[src/rtl/exp04_key_pulser_if.sv]
// Key front-end bundle: raw active-low buttons in, debounced level and event strobes out.
interface exp04_key_pulser_if #(
  parameter int NUM_KEYS = 3
);
  logic [NUM_KEYS-1:0] keys_n;
  logic [NUM_KEYS-1:0] pressed;
  logic [NUM_KEYS-1:0] pulse;
  logic [NUM_KEYS-1:0] released;

  modport master (output keys_n, input pressed, pulse, released);
  modport slave  (input keys_n, output pressed, pulse, released);
endinterface

[src/rtl/exp04_key_pulser.sv]
// Per-key two-flop synchronizer, counter debouncer and press/release strobes for KEY[3:1].
// Optional auto-repeat (HOLD -> REPEAT pulses) is compiled only when KEY_AUTOREPEAT_EN is defined.
module exp04_key_pulser #(
  parameter int NUM_KEYS        = 3,
  parameter int DEBOUNCE_CYCLES = 1000000,
  parameter int REPEAT_DELAY    = 25000000,
  parameter int REPEAT_PERIOD   = 10000000
) (
  input  logic                 clk,
  input  logic                 rst,
  exp04_key_pulser_if.slave    kp
);

  localparam int              CNT_W    = $clog2(DEBOUNCE_CYCLES + 1);
  localparam logic [CNT_W-1:0] CNT_LAST = CNT_W'(DEBOUNCE_CYCLES - 1);

  localparam logic [1:0] ST_IDLE = 2'd0;
  localparam logic [1:0] ST_HOLD = 2'd1;
`ifdef KEY_AUTOREPEAT_EN
  localparam logic [1:0] ST_REPEAT = 2'd2;
  localparam int RPT_MAX = (REPEAT_DELAY > REPEAT_PERIOD) ? REPEAT_DELAY : REPEAT_PERIOD;
  localparam int RCNT_W  = $clog2(RPT_MAX + 1);
  localparam logic [RCNT_W-1:0] DELAY_LAST  = RCNT_W'(REPEAT_DELAY - 1);
  localparam logic [RCNT_W-1:0] PERIOD_LAST = RCNT_W'(REPEAT_PERIOD - 1);
`endif

  if (DEBOUNCE_CYCLES < 1 || REPEAT_DELAY < 2 || REPEAT_PERIOD < 2) begin : g_param_check
    $error("exp04_key_pulser: need DEBOUNCE_CYCLES >= 1, REPEAT_DELAY >= 2, REPEAT_PERIOD >= 2");
  end

  logic [NUM_KEYS-1:0] pressed_vec;
  logic [NUM_KEYS-1:0] pulse_vec;
  logic [NUM_KEYS-1:0] released_vec;

  for (genvar k = 0; k < NUM_KEYS; k++) begin : g_key
    logic             sync1_q;
    logic             sync_q;
    logic [CNT_W-1:0] cnt_q;
    logic [CNT_W-1:0] cnt_d;
    logic             pressed_q;
    logic             pressed_d;
    logic             rise;
    logic             fall;
    logic [1:0]       state_q;
    logic [1:0]       state_d;
    logic             pulse_q;
    logic             pulse_d;
    logic             released_q;
    logic             released_d;
`ifdef KEY_AUTOREPEAT_EN
    logic [RCNT_W-1:0] rcnt_q;
    logic [RCNT_W-1:0] rcnt_d;
`endif

    // sync_q is active-low, so equality with pressed_q means the key disagrees with the debounced level
    always_comb begin
      pressed_d = pressed_q;
      cnt_d     = '0;
      if (sync_q == pressed_q) begin
        if (cnt_q == CNT_LAST) begin
          pressed_d = ~pressed_q;
        end else begin
          cnt_d = cnt_q + CNT_W'(1);
        end
      end
    end

    assign rise = pressed_d & ~pressed_q;
    assign fall = ~pressed_d & pressed_q;

    // Release is checked before any due repeat so it always wins the tie
    always_comb begin
      state_d    = state_q;
      pulse_d    = 1'b0;
      released_d = 1'b0;
`ifdef KEY_AUTOREPEAT_EN
      rcnt_d     = rcnt_q;
`endif
      case (state_q)
        ST_IDLE: begin
          if (rise) begin
            pulse_d = 1'b1;
            state_d = ST_HOLD;
`ifdef KEY_AUTOREPEAT_EN
            rcnt_d  = '0;
`endif
          end
        end
        ST_HOLD: begin
          if (fall) begin
            released_d = 1'b1;
            state_d    = ST_IDLE;
`ifdef KEY_AUTOREPEAT_EN
            rcnt_d     = '0;
          end else if (rcnt_q == DELAY_LAST) begin
            pulse_d = 1'b1;
            rcnt_d  = '0;
            state_d = ST_REPEAT;
          end else begin
            rcnt_d = rcnt_q + RCNT_W'(1);
`endif
          end
        end
`ifdef KEY_AUTOREPEAT_EN
        ST_REPEAT: begin
          if (fall) begin
            released_d = 1'b1;
            state_d    = ST_IDLE;
            rcnt_d     = '0;
          end else if (rcnt_q == PERIOD_LAST) begin
            pulse_d = 1'b1;
            rcnt_d  = '0;
          end else begin
            rcnt_d = rcnt_q + RCNT_W'(1);
          end
        end
`endif
        default: begin
          state_d = ST_IDLE;
        end
      endcase
    end

    always_ff @(posedge clk) begin
      if (rst) begin
        sync1_q    <= 1'b1;
        sync_q     <= 1'b1;
        cnt_q      <= '0;
        pressed_q  <= 1'b0;
        state_q    <= ST_IDLE;
        pulse_q    <= 1'b0;
        released_q <= 1'b0;
`ifdef KEY_AUTOREPEAT_EN
        rcnt_q     <= '0;
`endif
      end else begin
        sync1_q    <= kp.keys_n[k];
        sync_q     <= sync1_q;
        cnt_q      <= cnt_d;
        pressed_q  <= pressed_d;
        state_q    <= state_d;
        pulse_q    <= pulse_d;
        released_q <= released_d;
`ifdef KEY_AUTOREPEAT_EN
        rcnt_q     <= rcnt_d;
`endif
      end
    end

    assign pressed_vec[k]  = pressed_q;
    assign pulse_vec[k]    = pulse_q;
    assign released_vec[k] = released_q;
  end

  assign kp.pressed  = pressed_vec;
  assign kp.pulse    = pulse_vec;
  assign kp.released = released_vec;

endmodule

[src/flat_wrapper.sv]
// flat-port wrapper written by rule: the top's interface ports become plain ports
module exp04_key_pulser_flat 
#(
  parameter int NUM_KEYS        = 3,
  parameter int DEBOUNCE_CYCLES = 1000000,
  parameter int REPEAT_DELAY    = 25000000,
  parameter int REPEAT_PERIOD   = 10000000
)
  (clk, rst, kp_keys_n, kp_pressed, kp_pulse, kp_released);
  exp04_key_pulser_if #(.NUM_KEYS(NUM_KEYS)) kp_i ();
  input  logic clk;
  input  logic rst;
  input wire logic [$bits(kp_i.keys_n)-1:0] kp_keys_n;
  output wire logic [$bits(kp_i.pressed)-1:0] kp_pressed;
  output wire logic [$bits(kp_i.pulse)-1:0] kp_pulse;
  output wire logic [$bits(kp_i.released)-1:0] kp_released;
  assign kp_i.keys_n = kp_keys_n;
  assign kp_pressed = kp_i.pressed;
  assign kp_pulse = kp_i.pulse;
  assign kp_released = kp_i.released;
  exp04_key_pulser #(.NUM_KEYS(NUM_KEYS), .DEBOUNCE_CYCLES(DEBOUNCE_CYCLES), .REPEAT_DELAY(REPEAT_DELAY), .REPEAT_PERIOD(REPEAT_PERIOD)) u_core (.clk(clk), .rst(rst), .kp(kp_i));
endmodule
[config.mk]
export PLATFORM = sky130hd
export DESIGN_NAME = exp04_key_pulser_flat
export DESIGN_NICKNAME = d
export VERILOG_FILES = /design/src/rtl/exp04_key_pulser_if.sv /design/src/rtl/exp04_key_pulser.sv /design/src/flat_wrapper.sv
export SDC_FILE = /design/constraint.sdc
export NUM_CORES = 1
export LEC_CHECK = 0
export BUFFER_PORTS_ARGS = -buffer_cell sky130_fd_sc_hd__buf_2
export CORE_MARGIN = 1.5
export CORE_UTILIZATION = 48
export DETAILED_ROUTE_END_ITERATION = 10
export PLACE_DENSITY_LB_ADDON = 0.2
export SYNTH_ARGS = -nofsm -noshare
export SYNTH_HDL_FRONTEND = slang
export SYNTH_SLANG_ARGS = --single-unit
[constraint.sdc]
create_clock -name clk -period 1.92 [get_ports clk]
set_input_delay 0.288 -clock clk [delete_from_list [all_inputs] [get_ports clk]]
set_output_delay 0.288 -clock clk [all_outputs]
set_load 0.05 [all_outputs]
==> results.cfg <==
[yosys]
synth-seq-cells = 78
syn_inst = 391
synth-simple-area-share_pct = 31.39
ys_top_cells_by_area = dfxtp_1 (45%), xor2_1 (5.5%), nor2_1 (4.6%), nand4_1 (3.8%), xnor2_1 (3.8%)
synth_compound_area_share_pct = 9.531
synth_most_common_cell = dfxtp_1
synth_seq_area_share_pct = 44.72
synth.top_cell.area_share_pct = 44.72
synth_mux_area_share_pct = 0
synthArstFlopShare_pct = 0
syn_area_mm2 = 0.003492
synth_edf_count = 0
synthAdderAreaFrac_pct = 1.075
ys_top_cells_by_count = dfxtp_1 (78), nor2_1 (43), nand3_1 (24)
synth_fp_nets = 399
synth_top_cell_by_area = dfxtp_1
synth_xor_area_share_pct = 9.280
yosys_warnings = 0
syn_avg_cell_area_um2 = 8.931
synth.distinct_cells = 42
synth_top_family_by_area = simple AND/OR/NAND/NOR gates
synth_top_flop_cell = dfxtp_1

[floorplan]
start_util_pct = 50.56
coreArea_mm2 = 0.006907
fp.dieH_um = 88.30
io_pins = 14
dieArea_mm2 = 0.007796
die_x_um = 88.30
rows = 30

[critical_path]
arrival_ns = 2.05
cp-end-kind = flop
required_ns = 2.15
crit_type = reg2reg
crit_slowest_cell = or4_1
start_kind = flop
crit_chain = or4_1, or4_4, o21ai_4, buf_4, nor2_1
cpPeakStageDelay_ns = 0.55
cp_max_fo = 10

[timing]
setup_viol = 0
max-slew-margin-rel_pct = 68.62
final.period_utilization_pct = 95.14
report.final.slew_viol_count = 0
min_period_ns = 1.827
fmax_mhz = 547.4
tightestPinTransition_ns = 0.4664
tns_ns = 0
finClkSkew_ns = 0.008354
hold_violations = 0
worst_slack_ns = 0.09333

[finish]
final_cells = 513
nets = 420
drive_gt1_share_pct = 16.31
antenna_cells = 0
fin_area_mm2 = 0.003890
nFillCells = 648
multi_input_area_mm2 = 0.001805
final-seq-area_mm2 = 0.001562
synthToLayoutAreaGrowth_pct = 11.39

[clock_tree]
clk_latency_ns = 0.34
clk_pin_slew_worst_paths_ns = 0.08
htree_levels = 3
holdBufCountCts = 0
cts_tree = built
cts_made_buffers = 9
cts_sinks = 78
clockBufferDepth = 2
cts_root_buf = clkbuf_8

[place]
dp_cells = 495
place_area_mm2 = 0.003672
place_congestion = 0.8265
dp_slack_ns = 0.08629
port_buffers = 13
hpwl_mm = 4.517

[global_routing]
grt_overflow = 0
grtUsageTotal_pct = 17.68
first_global_vias = 2482
grt_first_pass_wirelength_mm = 10.96
antenna_found_initial = 0
grt_max_degree = 24

[power]
vdd_drop_max_mv = 0.3558
p_leak_uw = 0.001240
power_density_mw_per_mm2 = 730.4

[drt]
drt-pass1-iter-count = 4
vias = 2789
ant_nets = 0
viasPerCell = 5.437
drt_wl_total_mm = 6.460
wl_per_cell_um = 12.59
first_iter_violations = 85
drc = 0

[run]
cap_violations = 0

[outcome]
status = complete, no violations

[min_path]
min_path_type = in2reg
-- sequential cells by signal (all words and copies together), names as in the netlist --
name / count
u_core.g_key.released_q: 3
u_core.g_key.pulse_q: 3
u_core.g_key.sync_q: 3
u_core.g_key.sync1_q: 3
u_core.g_key.pressed_q: 3
u_core.g_key.cnt_q: 60
u_core.g_key.state_q: 3
-- layout by cell type (no fill, tap or decap), drive strengths merged, types with 2 or more instances in the layout --
cell type,instances
dfxtp,78
nor2,43
buf,31
nand3,24
a21oi,23
xor2,22
nand4,21
nand2,21
o21ai,16
xnor2,15
clkbuf,14
or3,13
and3,11
or2,11
or4,11
nor4,9
o31ai,8
and2,6
nor3,6
and4,6
inv,4
ha,3
nor3b,2
nor4b,2
a21bo,2
a31oi,2
clkinvlp,2
nor4bb,2
-- what timing repair did --
action | 4_1_cts | 5_1_grt
gates resized for setup | 0 | 3
setup endpoints to repair | 0 | 4
setup buffers | 0 | 2
-- power by group --
group | internal (uW) | leakage, uW | switching (uW)
clock | 578 | 0.0000889 | 569
combinational | 24.1 | 0.000520 | 28.6
sequential | 1630 | 0.000630 | 9.84
-- final cells by class --
| type | instances | area share (%) |
|---|---|---|
| Clock buffer | 14 | 4.439 |
| Clock inverter | 2 | 0.3860 |
| Multi-Input combinational cell | 288 | 46.41 |
| Timing Repair Buffer | 31 | 5.146 |
| Tap cell | 96 | 3.088 |
| Sequential cell | 78 | 40.14 |
| Inverter | 4 | 0.3860 |
-- path summary, 6_finish.rpt --
| path | startpoint | endpoint | slack, ns | cells after the start |
|---|---|---|---|---|
| worst min register to register | u_core.g_key[0].sync1_q | u_core.g_key[0].sync_q | 0.41 | 1 |
| worst max register to register | u_core.g_key[1].cnt_q[6] | u_core.g_key[1].cnt_q[7] | 0.09 | 5 |
| worst min-delay path | kp_keys_n[2] | u_core.g_key[2].sync1_q | 0.13 | 2 |
| worst max-delay path | u_core.g_key[1].cnt_q[6] | u_core.g_key[1].cnt_q[7] | 0.09 | 5 |
-- worst max-delay path: cells and delay by family, from the launching register on --
kind | cells | cell delay (ns)
simple gates | 3 | 1.06
compound gates | 1 | 0.14
buf+inv | 1 | 0.19
flops | 1 | 0.34
-- layer usage --
| layer | vias to the layer above | global-route usage [%] | share of wire, % |
|---|---|---|---|
| li1 | 1453 | - | - |
| met1 | 1279 | 23.97 | 51 |
| met2 | 52 | 27.83 | 45 |
| met3 | 5 | 3.358 | 3.0 |
| met4 | 0 | 7.244 | 1.0 |
| met5 | - | 0 | 0 |
-- through the flow --
step                utilization (%)  hold slack [ns]  total power, uW
global route                  56.32           0.1213             2945
CTS                           55.89           0.1167             2874
floorplan                         -           0.3895             1715
detailed placement            53.17           0.3972             1734
finish                        56.32           0.1315             2841
global placement              53.17           0.3911             1732
-- logic make-up after synthesis --
kind of cell / count (synthesis)
simple gates: 194
flops: 78
compound gates: 54
xor+xnor: 37
buf+inv: 25
fa+ha+maj: 3
(Power assumes the default switching activity.)
